### src/rtl/load_store_unit.sv
// Load/store initiator: turns one execute-stage request at a time into word
// accesses on a combinational-read data memory, using read-modify-write for SB/SH.
module load_store_unit #(
  parameter int DEPTH  = 20,
  parameter int ADDR_W = 32
) (
  input  logic              clock,
  input  logic              reset,
  input  logic              req_valid,
  output logic              req_ready,
  input  logic [3:0]        req_op,
  input  logic [ADDR_W-1:0] req_addr,
  input  logic [31:0]       req_wdata,
  output logic              resp_valid,
  input  logic              resp_ready,
  output logic [31:0]       resp_data,
  output logic              resp_error,
  output logic              mem_write,
  output logic [ADDR_W-1:0] mem_address,
  output logic [31:0]       mem_wdata,
  input  logic [31:0]       mem_rdata
);

  typedef enum logic [2:0] {IDLE, LOAD, MERGE, WRITE, RESP} state_t;

  state_t             state_reg;
  logic [2:0]         op_reg;
  logic [1:0]         addr_lo_reg;
  logic [15:0]        wdata_lo_reg;
  logic               mem_write_reg;

  logic [ADDR_W-1:0]  req_word;
  logic               req_legal;
  logic               req_misaligned;
  logic               req_oor;
  logic               req_error;
  logic [7:0]         rd_byte [4];
  logic [7:0]         lane_new [4];
  logic [3:0]         lane_hit;
  logic [31:0]        merged;
  logic [7:0]         sel_byte;
  logic [15:0]        sel_half;
  logic [31:0]        load_value;

  assign req_ready = reset && (state_reg == IDLE);
  // The write strobe must die in the very cycle reset is asserted.
  assign mem_write = mem_write_reg && reset;

  assign req_word = req_addr >> 2;

  always_comb begin
    req_legal = 1'b0;
    case (req_op)
      4'b0000, 4'b0001, 4'b0010, 4'b0100, 4'b0101,
      4'b1000, 4'b1001, 4'b1010: req_legal = 1'b1;
      default:                   req_legal = 1'b0;
    endcase
    req_misaligned = ((req_op[1:0] == 2'b01) && req_addr[0]) ||
                     ((req_op[1:0] == 2'b10) && (req_addr[1:0] != 2'b00));
    req_oor   = (req_word >= ADDR_W'(DEPTH));
    req_error = !req_legal || req_misaligned || req_oor;
  end

  // Big-endian lanes: byte 0 occupies the most significant bits of the word.
  generate
    for (genvar gi = 0; gi < 4; gi++) begin : g_lane
      localparam int         HI   = 31 - 8 * gi;
      localparam logic [1:0] LANE = 2'(gi);
      assign rd_byte[gi]  = mem_rdata[HI -: 8];
      assign lane_hit[gi] = (op_reg[1:0] == 2'b00) ? (addr_lo_reg == LANE)
                                                   : (addr_lo_reg[1] == LANE[1]);
      assign lane_new[gi] = ((op_reg[1:0] == 2'b00) || LANE[0]) ? wdata_lo_reg[7:0]
                                                                : wdata_lo_reg[15:8];
      assign merged[HI -: 8] = lane_hit[gi] ? lane_new[gi] : rd_byte[gi];
    end
  endgenerate

  always_comb begin
    sel_byte = rd_byte[addr_lo_reg];
    sel_half = addr_lo_reg[1] ? mem_rdata[15:0] : mem_rdata[31:16];
    case (op_reg[1:0])
      2'b00:   load_value = op_reg[2] ? {24'd0, sel_byte} : {{24{sel_byte[7]}}, sel_byte};
      2'b01:   load_value = op_reg[2] ? {16'd0, sel_half} : {{16{sel_half[15]}}, sel_half};
      default: load_value = mem_rdata;
    endcase
  end

  always_ff @(posedge clock) begin
    if (!reset) begin
      state_reg     <= IDLE;
      op_reg        <= '0;
      addr_lo_reg   <= '0;
      wdata_lo_reg  <= '0;
      mem_write_reg <= 1'b0;
      mem_address   <= '0;
      mem_wdata     <= '0;
      resp_valid    <= 1'b0;
      resp_data     <= '0;
      resp_error    <= 1'b0;
    end else begin
      case (state_reg)
        IDLE: begin
          if (req_valid) begin
            op_reg       <= req_op[2:0];
            addr_lo_reg  <= req_addr[1:0];
            wdata_lo_reg <= req_wdata[15:0];
            if (req_error) begin
              resp_valid <= 1'b1;
              resp_error <= 1'b1;
              resp_data  <= '0;
              state_reg  <= RESP;
            end else if (req_op[3] && (req_op[1:0] == 2'b10)) begin
              mem_address   <= req_word;
              mem_wdata     <= req_wdata;
              mem_write_reg <= 1'b1;
              state_reg     <= WRITE;
            end else if (req_op[3]) begin
              mem_address <= req_word;
              state_reg   <= MERGE;
            end else begin
              mem_address <= req_word;
              state_reg   <= LOAD;
            end
          end
        end
        LOAD: begin
          resp_data   <= load_value;
          resp_error  <= 1'b0;
          resp_valid  <= 1'b1;
          mem_address <= '0;
          state_reg   <= RESP;
        end
        MERGE: begin
          mem_wdata     <= merged;
          mem_write_reg <= 1'b1;
          state_reg     <= WRITE;
        end
        WRITE: begin
          mem_write_reg <= 1'b0;
          mem_wdata     <= '0;
          mem_address   <= '0;
          resp_data     <= '0;
          resp_error    <= 1'b0;
          resp_valid    <= 1'b1;
          state_reg     <= RESP;
        end
        RESP: begin
          if (resp_ready) begin
            resp_valid <= 1'b0;
            resp_error <= 1'b0;
            resp_data  <= '0;
            state_reg  <= IDLE;
          end
        end
        default: state_reg <= IDLE;
      endcase
    end
  end

endmodule
### config.mk
export PLATFORM = sky130hd
export DESIGN_NAME = load_store_unit
export DESIGN_NICKNAME = d
export VERILOG_FILES = /design/src/rtl/load_store_unit.sv
export SDC_FILE = /design/constraint.sdc
export NUM_CORES = 1
export LEC_CHECK = 0
export ABC_AREA = 1
export CAP_MARGIN = 15
export CORE_MARGIN = 2
export CORE_UTILIZATION = 51
export DETAILED_ROUTE_END_ITERATION = 8
export GPL_ROUTABILITY_DRIVEN = 0
export PLACE_DENSITY_LB_ADDON = 0.12
export SKIP_CTS_REPAIR_TIMING = 1
export SLEW_MARGIN = 20
export SYNTH_ARGS = -nofsm -noshare
export SYNTH_HDL_FRONTEND = slang
export SYNTH_SLANG_ARGS = --single-unit
### constraint.sdc
create_clock -name clock -period 3.7 [get_ports clock]
set_input_delay 0.555 -clock clock [delete_from_list [all_inputs] [get_ports clock]]
set_output_delay 0.555 -clock clock [all_outputs]
set_load 0.1 [all_outputs]
# [Word level (Yosys, flattened, before mapping)]
# Memories as Yosys holds them, arrays and structs flattened.
# Cells that the tools add are included.
# W data, S select, Z words.
[word_totals] word_cells=96 memories=1 reg_bits=123 output_inout_bits=100 romBits=16
[mem_list] memory="(name not given)" words=16 width=1 rd=1 rd_clocked_by_memory_dff=0 write_ports=0 line="53" text="case (req_op)"
[classes] magnitude_cmp=2 n_reduce_logical=24 muxes=42 bitwise=2 eq_ne=15
[ops] op="$mux W32" count=10
[ops] op="$pmux W32 S2" count=2
[ops] op="$pmux W32 S4" count=1
[ops] op="$pmux W32 S3" count=1
[ops] op="$mux W8" count=7
[ops] op="$ge A30 B5 Y1 const B" count=1
[ops] op="$bmux W8 S2" count=1
[ops] op="$mux W16" count=1
[ops] op="$pmux W3 S4" count=1
[ops] op="$reduce_and A4 Y1" count=3
[ops] op="$mux W1" count=10
[ops] op="$mux W3" count=3
[ops] op="$pmux W1 S3" count=3
[ops] op="$ne A2 B2 Y1 const B" count=4
[ops] op="$eq A2 B1 Y1 const B" count=3
[ops] op="$eq A2 B2 Y1 const B" count=3
[ops] op="$eq A3 B2 Y1 const B" count=2
[ops] op="$reduce_bool A3 Y1" count=2
[ops] op="$logic_and A1 B1 Y1" count=5
[ops] op="$logic_not A2 Y1" count=2
[ops] op="$mux W2" count=2
[ops] op="$reduce_and A2 Y1" count=2
[ops] op="$reduce_bool A2 Y1" count=2
[ops] op="$reduce_bool A4 Y1" count=1
[ops] op="other kinds (11)" count=13

# [Longest topological paths before layout]
# Gate-level depths: netlist of run 1.
[depth] ltp_word=8 depth_mapped=12 ltp_nobuf=11

# [Least setup slack after synthesis of run 1]
# Ideal clock, no wire load.
[synth_path] path_type="input-to-output" start="input reset" end="output req_ready" setup_slack_ns=0.666 cell_stages=4 t_arrival_ns=2.479 path_cell_list="clkbuf_1 -> clkinv_1 -> clkbuf_1 -> nor2_1"
[synth_via] elab_chain_len=1
[synth_lines] item="from (decl)" line="8" text="input logic reset,"
[synth_lines] item="$logic_and A1 B1 Y1" line="45" text="assign req_ready = reset && (state_reg == IDLE);"
[synth_lines] item="to (decl)" line="10" text="output logic req_ready,"
# No other way between the ends.

# [Worst setup path after layout of run 1]
[layout_path] start="register op_reg[1]" end="register mem_wdata[2]"
[layout_via] elab_chain_len=4
[layout_lines] item="from (decl)" line="27" text="logic [2:0] op_reg;"
[layout_lines] item="from (signal assigned)" line="104" text="op_reg <= req_op[2:0];"
[layout_lines] item="$logic_not A2 Y1"
[layout_lines] item="$mux W1" line="70" text="assign lane_hit[gi] = (op_reg[1:0] == 2'b00) ? (addr_lo_reg == LANE)"
[layout_lines] item="$mux W8" line="74" text="assign merged[HI -: 8] = lane_hit[gi] ? lane_new[gi] : rd_byte[gi];"
[layout_lines] item="$pmux W32 S3" line="101" text="case (state_reg)"
[layout_lines] item="to (signal assigned)" line="114" text="mem_wdata <= req_wdata;"
[layout_lines] item="to (signal assigned)" line="134" text="mem_wdata <= merged;"
[layout_lines] item="to (decl)" line="20" text="output logic [31:0] mem_wdata,"
# No other way between the ends.
# A chain may end at the register's enable or synchronous reset.

==> results of run 1 <==
worst max-delay path: cells and delay by family (launching register included):
kind                   cells  cell delay (ns)
and+or+nand+nor            9             1.45
buffers and inverters      1             0.22
DFF                        1             0.72
metal layers:
metal | global-route usage [%] | part of all wire [%] | vias up
met5 | 0 | 0 | -
met4 | 10.35 | 2.3 | 0
met3 | 9.526 | 9.4 | 33
met2 | 46.82 | 46 | 293
met1 | 35.92 | 42 | 3141
li1 | - | - | 3634
power by group through the flow:
| stage | registers, mW | clock network [mW] | logic (mW) |
|---|---|---|---|
| floorplan | 1.61 | 0 | 0.401 |
| global placement | 1.41 | 0 | 0.838 |
| detailed placement | 1.42 | 0 | 0.846 |
| CTS | 1.39 | 1.66 | 0.851 |
| global route | 1.39 | 1.72 | 0.930 |
| finish | 1.39 | 1.64 | 0.857 |
placed cells by master (no fill, tap or decap), types with 4 or more instances in the layout:
master / count
clkbuf_1: 4
dfxtp_1: 121
clkinv_2: 5
buf_4: 12
clkbuf_16: 17
inv_2: 5
nand2_2: 6
nand4_1: 26
a21oi_1: 76
nand3_1: 23
o221ai_1: 7
nor2_1: 217
o21ai_0: 83
a21o_1: 4
clkdlybuf4s50_1: 198
nand2_1: 263
inv_1: 157
worst max path at each step:
stage	slack, ns	end
after global placement	0.98	mem_wdata[25]
after detailed placement	0.91	mem_wdata[27]
final	1.20	mem_wdata[2]
after CTS	1.21	mem_wdata[22]
after floorplan	0.67	req_ready
after global routing	0.96	mem_wdata[2]
layout make-up:
type	count	area, um^2
multi-input combinational	726	3164
timing repair buffer	212	2097
fill	1118	3480
clock inverter	9	123.9
sequential	121	2422
inverter	163	611.8
clock buffer	22	454.2
tap	172	215.2
cell families (layout without fill, tap and decap cells):
| kind of cell | count (synthesis) | in the layout |
|---|---|---|
| buffers and inverters | 227 | 406 |
| and+or+nand+nor | 547 | 547 |
| other | 1 | 2 |
| DFF | 121 | 121 |
| AOI/OAI and AO/OA | 177 | 177 |
stage by stage:
| step | util (%) | hold slack (ns) | cells |
|---|---|---|---|
| detailed placement | 67.72 | 0.4292 | 1394 |
| finish | 72.31 | 0.4358 | 1425 |
| global route | 72.31 | 0.4567 | 1425 |
| CTS | 72.31 | 0.4376 | 1425 |
| floorplan | - | 0.4245 | 1074 |
| global placement | 67.72 | 0.4249 | 1394 |
==> results.json, run 1 <==
{
  "synth_edf_count": 0,
  "core_area_mm2": 0.01257,
  "p_per_area_mw_per_mm2": 427.9,
  "die_area_mm2": 0.01373,
  "drc": 0,
  "synth_xor_area_share_pct": 0,
  "r2r_start": "op_reg[1]",
  "reg_top3": "mem_wdata (32), resp_data (32), mem_address (30)",
  "diodes": 0,
  "cts_tree": "yes",
  "synth_top_area_share_pct": 37.09,
  "first_global_vias": 6393,
  "design_area_mm2": 0.009089,
  "drt_iter0_drc": 671,
  "async_reset_ff_share_pct": 0,
  "rrSetupSlack_ns": 1.20,
  "setup_ws_ns": 1.204,
  "crit_path_end_kind": "flip-flop",
  "synth_area_per_cell_um2": 6.087,
  "ant_nets": 0,
  "initial_core_util_pct": 51.97,
  "die_h_um": 117.2,
  "synth.distinct_cells": 31,
  "rsz0062_at_grt": "false",
  "p_seq_share_pct": 35.7,
  "ys_seq_area_share_pct": 37.09,
  "ys.flop_type": "dfxtp_1",
  "switching_share_pct": 30.81,
  "portBuffers": 201,
  "max_slew_margin_pct": 31.22,
  "path_common_cell": "nor2_1",
  "setup_tns_ns": 0,
  "cp_max_fo": 33,
  "antenna_found_initial": 0,
  "crit_required_ns": 4.01,
  "p_int_mw": 2.691,
  "drive_above_1_share_pct": 4.629,
  "status": "completed",
  "insertion_delay_ns": 0.42,
  "path_cells": "nor2_1, buf_4, nand2_1, nand3_1, nand2_1, nor2_1, nor2_1, nand4_1, nand2_1, nor2_1",
  "synth_mux_area_share_pct": 0,
  "drv_slew": 0,
  "fin_crit_sh_pct": 67.46,
  "synth_common_cells": "263 x nand2_1, 217 x nor2_1, 157 x inv_1",
  "rr_worst_depth": 10,
  "io_pins": 204,
  "synth_cells": 1073,
  "syn_to_final_growth_pct": 39.16,
  "dr_total_vias": 7101,
  "grt_util_all_layers_pct": 28.86,
  "cpMaxStageDelayCell": "dfxtp_1",
  "clock_path_buffers": 2,
  "power_mw": 3.889,
  "grt_pass1_wl_mm": 30.79,
  "clock_power_share_pct": 42.3,
  "maxCapViolCount": 0,
  "netlist_top_cells_area": "dfxtp_1 37%, nand2_1 15%, nor2_1 12%, inv_1 9.0%, o21ai_0 6.4%",
  "max_freq_ghz": 0.4006,
  "gr-total-overflow": 0,
  "post_dp_cell_area_mm2": 0.008511,
  "place_hpwl_mm": 14.32,
  "synth_compound_area_share_pct": 14.27,
  "ys_ff_latch": 121,
  "cts_max_level": 4,
  "grt_max_degree": 58,
  "avgRoutedWirePerCell_um": 13.65,
  "worstSetupPathType": "flip-flop to flip-flop",
  "startpoint": "op_reg[1]",
  "rows": 41,
  "arrival_ns": 2.81,
  "setup_viol": 0,
  "tightest_slew_ns": 1.029,
  "drt-total-wl_mm": 19.46,
  "synth_top_family_by_area": "simple AND/OR/NAND/NOR gates",
  "hold_viol_final": 0,
  "synth_most_common_cell": "nand2_1",
  "die_w_um": 117.2,
  "critPathMaxStageDelay_ns": 0.72,
  "whs_endpoint": "mem_address[29]",
  "vias_per_cell": 4.983,
  "finClkSkew_ns": 0.004134,
  "p_leak_nw": 4.016,
  "post-route-min-period_ns": 2.496,
  "syn_area_mm2": 0.006531,
  "synth_warnings": 0,
  "combPwrFrac_pct": 22.0,
  "min_path_type": "flip-flop to flip-flop",
  "cts_buffers": 17,
  "clock-sinks": 121,
  "cts_root_buffer": "clkbuf_16",
  "synthAdderAreaFrac_pct": 0,
  "yosysTopAreaCell": "dfxtp_1",
  "nets": 1345,
  "hp-start": "mem_address[29]",
  "drtPass1Iterations": 5,
  "worstHoldPathCells": 2,
  "switchingPower_mw": 1.198,
  "startpoint_type": "flip-flop",
  "clkTransAtPathRegs_ns": 0.05,
  "vdd_drop_max_mv": 0.3024,
  "synthSimpleGateAreaFrac_pct": 34.06,
  "rr_endpoint": "mem_wdata[2]",
  "pre_cts_slack_ns": 0.9084
}
(Power assumes the default switching activity.)
==> inputs of run 2 (changes only) <==
CORE_UTILIZATION = 47   (was 51)
clock period = 2.4 ns   (was 3.7 ns; I/O delays follow)
==> run 2 against run 1 <==
Net effect:
- core utilization is 6.5 points lower
- flip-flop and latch count stayed put
- wire length increased by 3.8%
- largest cell class unchanged
- highest routed layer unchanged
==> results.json, run 2 (synthesized netlist as in run 1, its figures left out) <==
{
  "rows": 43,
  "syn_to_final_growth_pct": 38.16,
  "rsz0062_at_grt": "false",
  "vias_per_cell": 4.826,
  "switchingPower_mw": 1.901,
  "setup_tns_ns": 0,
  "clock_path_buffers": 2,
  "die_w_um": 121.9,
  "cts_buffers": 17,
  "p_per_area_mw_per_mm2": 678.2,
  "portBuffers": 201,
  "arrival_ns": 2.37,
  "reg_top3": "mem_wdata (32), resp_data (32), mem_address (30)",
  "min_path_type": "flip-flop to flip-flop",
  "combPwrFrac_pct": 22.0,
  "antenna_found_initial": 0,
  "hold_viol_final": 0,
  "avgRoutedWirePerCell_um": 13.97,
  "die_h_um": 121.9,
  "p_leak_nw": 4.287,
  "startpoint_type": "flip-flop",
  "dp.cells": 1414,
  "p_int_mw": 4.218,
  "clkTransAtPathRegs_ns": 0.06,
  "cp_max_fo": 17,
  "p_seq_share_pct": 34.8,
  "insertion_delay_ns": 0.42,
  "crit_path_end_kind": "flip-flop",
  "final_cell_count_no_fill": 1446,
  "io_pins": 204,
  "drtPass1Iterations": 7,
  "nets": 1357,
  "die_area_mm2": 0.01485,
  "cts_max_level": 4,
  "cts_tree": "yes",
  "ant_nets": 0,
  "max_freq_ghz": 0.4968,
  "holdWs_ns": 0.4357,
  "core_area_mm2": 0.01372,
  "tightest_slew_ns": 0.5359,
  "drive_above_1_share_pct": 13.59,
  "post-route-min-period_ns": 2.013,
  "worstSetupPathType": "flip-flop to flip-flop",
  "first_global_vias": 6203,
  "clock_power_share_pct": 43.1,
  "layout_common_cells": "263 x nand2_1, 216 x nor2_1, 157 x inv_1",
  "setup_viol": 0,
  "diodes": 0,
  "grt_util_all_layers_pct": 27.01,
  "mostFrequentLayoutCell": "nand2_1",
  "switching_share_pct": 31.07,
  "clock-sinks": 121,
  "status": "completed",
  "maxCapViolCount": 0,
  "vdd_drop_max_mv": 0.4833,
  "grt_pass1_wl_mm": 31.23,
  "drc": 0,
  "power_mw": 6.120,
  "drv_slew": 0,
  "initial_core_util_pct": 47.61,
  "max_slew_margin_pct": 64.27,
  "finClkSkew_ns": 0.004658,
  "postLayoutCoreUtil_pct": 65.77,
  "gr-total-overflow": 0,
  "dr_total_vias": 6978,
  "fin_crit_sh_pct": 83.87,
  "drt-total-wl_mm": 20.20,
  "drt_iter0_drc": 611,
  "cts_root_buffer": "clkbuf_16",
  "place_hpwl_mm": 14.79,
  "crit_required_ns": 2.76,
  "grt_max_degree": 51
}
==> run 2: cell count changes in the layout (fill, tap and decap cells not counted) <==
| cell | before | now |
|---|---|---|
| clkbuf_8 | 1 | 3 |
| clkbuf_1 | 4 | 0 |
| buf_12 | 1 | 4 |
| inv_6 | 0 | 1 |
| nor2_1 | 217 | 216 |
| buf_4 | 12 | 117 |
| clkinvlp_4 | 0 | 3 |
| clkinv_4 | 1 | 0 |
| clkdlybuf4s50_1 | 198 | 102 |
| nor2_2 | 2 | 3 |
==> run 2: routing by layer <==
layer,track usage [%],wire (um),share of wire [%],vias up
met3,6.695,1524,7.5,34
met4,10.42,494,2.4,0
met1,35.17,8767,43,3033
li1,-,-,-,3660
met2,43.16,9415,47,251
met5,0,0,0,-
==> run 2: area by class of cell <==
type | instances | area (um^2)
Clock buffer | 20 | 466.7
Clock inverter | 12 | 146.4
Fill cell | 1274 | 4696
Inverter | 163 | 611.8
Sequential cell | 121 | 2422
Multi-Input combinational cell | 726 | 3167
Tap cell | 180 | 225.2
Timing Repair Buffer | 224 | 1984
==> run 2: worst paths after layout <==
| check | slack (ns) | startpoint | cells after the start | to |
|---|---|---|---|---|
| worst max-delay path | 0.39 | addr_lo_reg[1] | 11 | resp_data[19] |
| worst min-delay path | 0.44 | mem_address[20] | 2 | mem_address[20] |
| worst max register to register | 0.39 | addr_lo_reg[1] | 11 | resp_data[19] |
| worst min register to register | 0.44 | mem_address[20] | 2 | mem_address[20] |
==> run 2: critical path, stage by stage (launching register included) <==
cell and delay (ns):
dfxtp_1 0.52, buf_4 0.26, nand2_1 0.06, o21ai_0 0.15
nand3_1 0.11, o21ai_1 0.14, nand2_2 0.08, nand2_2 0.08
nand2_2 0.20, nor2_1 0.19, nor2_1 0.06, nor2_1 0.08
==> run 2: metrics by stage <==
step	cell area, um^2	worst slack, ns
global placement	8411	0.2116
detailed placement	8411	0.1802
floorplan	6538	0.2093
global route	9024	0.2032
finish	9024	0.3872
CTS	9024	0.4341
==> run 2: power by group through the flow <==
stage	Clock [mW]	Sequential [mW]	Combinational, mW
finish	2.64	2.13	1.35
global route	2.77	2.14	1.46
CTS	2.67	2.13	1.34
detailed placement	0	2.17	1.33
global placement	0	2.17	1.33
floorplan	0	2.48	0.619
==> RTL change, RTL diff (flow settings as in run 2) <==
`ADDR_W`: 32 -> 24.
--- a/src/rtl/load_store_unit.sv
+++ b/src/rtl/load_store_unit.sv
@@ -4,3 +4,3 @@
   parameter int DEPTH  = 20,
-  parameter int ADDR_W = 32
+  parameter int ADDR_W = 24
 ) (
Ports: changed (resized mem_address and req_addr); port bits go from 204 to 188. No check against the original RTL was run, so the function may have changed too.
==> RTL change against run 2 <==
  * Sequential cell count is 8 lower
  * Worst setup slack worse by 0.028 ns
  * Design area down 8.8%
  * Synthesized area shrank 10%
  * Total power fell by 11%
  * Count of clock-buffer cells in the layout up 5
  * Synthesized cell count shrank 12%
  * Wire length fell by 9.8%
  * Critical path depth decreased by 7
  * Critical path type is now reg -> out
  * Critical endpoint is now req_ready
  * Largest power group unchanged
  * Highest routed layer unchanged
==> RTL change: results (changes against run 2) <==
- CP peak stage delay: 0.39 ns (was 0.52 ns)
- Nets: 1212 (was 1357)
- Hold path cells: 3 (was 2)
- Final setup margin: 0.360 ns (was 0.387 ns)
- Slew @ Worst Pin: 0.646 ns (was 0.536 ns)
- Worst Setup EP: req_ready (was resp_data[19]$_SDFFE_PN0P_)
- First-pass GRT wire length: 28200 um (was 31200 um)
- Peak VDD IR: 609 uV (was 483 uV)
- Area fraction in compound gates after synthesis: 0.182 (was 0.143)
- Hold path startpoint: reset (was mem_address[20]$_SDFFE_PN0P_)
- Via density: 5.00 (was 4.83)
- Worst Hold End: mem_wdata[20]$_SDFFE_PN0P_ (was mem_address[20]$_SDFFE_PN0P_)
- Power Clock: 2360 uW (was 2640 uW)
- Pin count of the biggest net entering global routing: 61 (was 51)
- Run status: finished clean (unchanged)
- Worst Path Arrival: 1.68 ns (was 2.37 ns)
- Post-synthesis sequential area ratio: 0.385 (was 0.371)
- Worst-path maximum fanout: 8 (was 17)
- Placement Setup Slack: 0.205 ns (was 0.180 ns)
- Drt first pass iters: 5 (was 7)
- Leakage power: 0.00385 uW (was 0.00429 uW)
- Switching share of power: 0.294 (was 0.311)
- Largest registers: mem_wdata x32, resp_data x32, mem_address x22 (was mem_wdata x32, resp_data x32, mem_address x30)
- DP Area: 7680 um2 (was 8410 um2)
- Seq group: 1970 uW (was 2130 uW)
- Layout cell share with drive strength beyond 1: 0.143 (was 0.136)
- Number of global-route vias before repair: 5695 (was 6203)
- Clock Skew: 0.00523 ns (was 0.00466 ns)
- Via count: 6479 (was 6978)
- Yosys cell types: 30 (was 31)
- Synthesized area per cell: 6.22 um2 (was 6.09 um2)
- HP Class: in -> reg (was reg -> reg)
- GRT Total Usage: 0.270 (about the same)
- Combinational power: 1100 uW (was 1350 uW)
- Top post-synthesis cells by count: nand2_1, nor2_1, dfxtp_1, inv_1, a21oi_1 (was nand2_1, nor2_1, inv_1, dfxtp_1, o21ai_0)
- Reg-to-Reg End: resp_data[8]$_SDFFE_PN0P_ (was resp_data[19]$_SDFFE_PN0P_)
- Post-DP HPWL: 13200 um (was 14800 um)
[RTL change: cell types whose count changed in the layout (fill, tap and decap cells not counted), sizes merged, moves of 4 or more]
cell	run 2	this run
nor2	220	150
inv	163	115
nand2	270	247
a21oi	76	98
o21ai	86	99
clkdlybuf4s50	102	94
dfxtp	121	113
nand4	26	18
buf	122	115
clkbuf	20	25
nand3	25	30
o221ai	7	2
a21o	4	0
o22ai	0	4
[RTL change: metal layers]
metal / vias up / wire length [um] / track usage
li1: 3318 / - / -
met1: 2839 / 8170 / 0.368
met2: 287 / 8170 / 0.414
met3: 35 / 1460 / 0.0622
met4: 0 / 404 / 0.115
met5: - / 0 / 0
[RTL change: cell type report]
class	count	area, um2	share of cell area
Clock inverter	6	55.1	0.00669
Sequential cell	113	2260	0.275
Timing Repair Buffer	209	1850	0.225
Inverter	117	439	0.0534
Multi-Input combinational cell	658	2920	0.354
Tap cell	168	210	0.0255
Clock buffer	25	495	0.0602
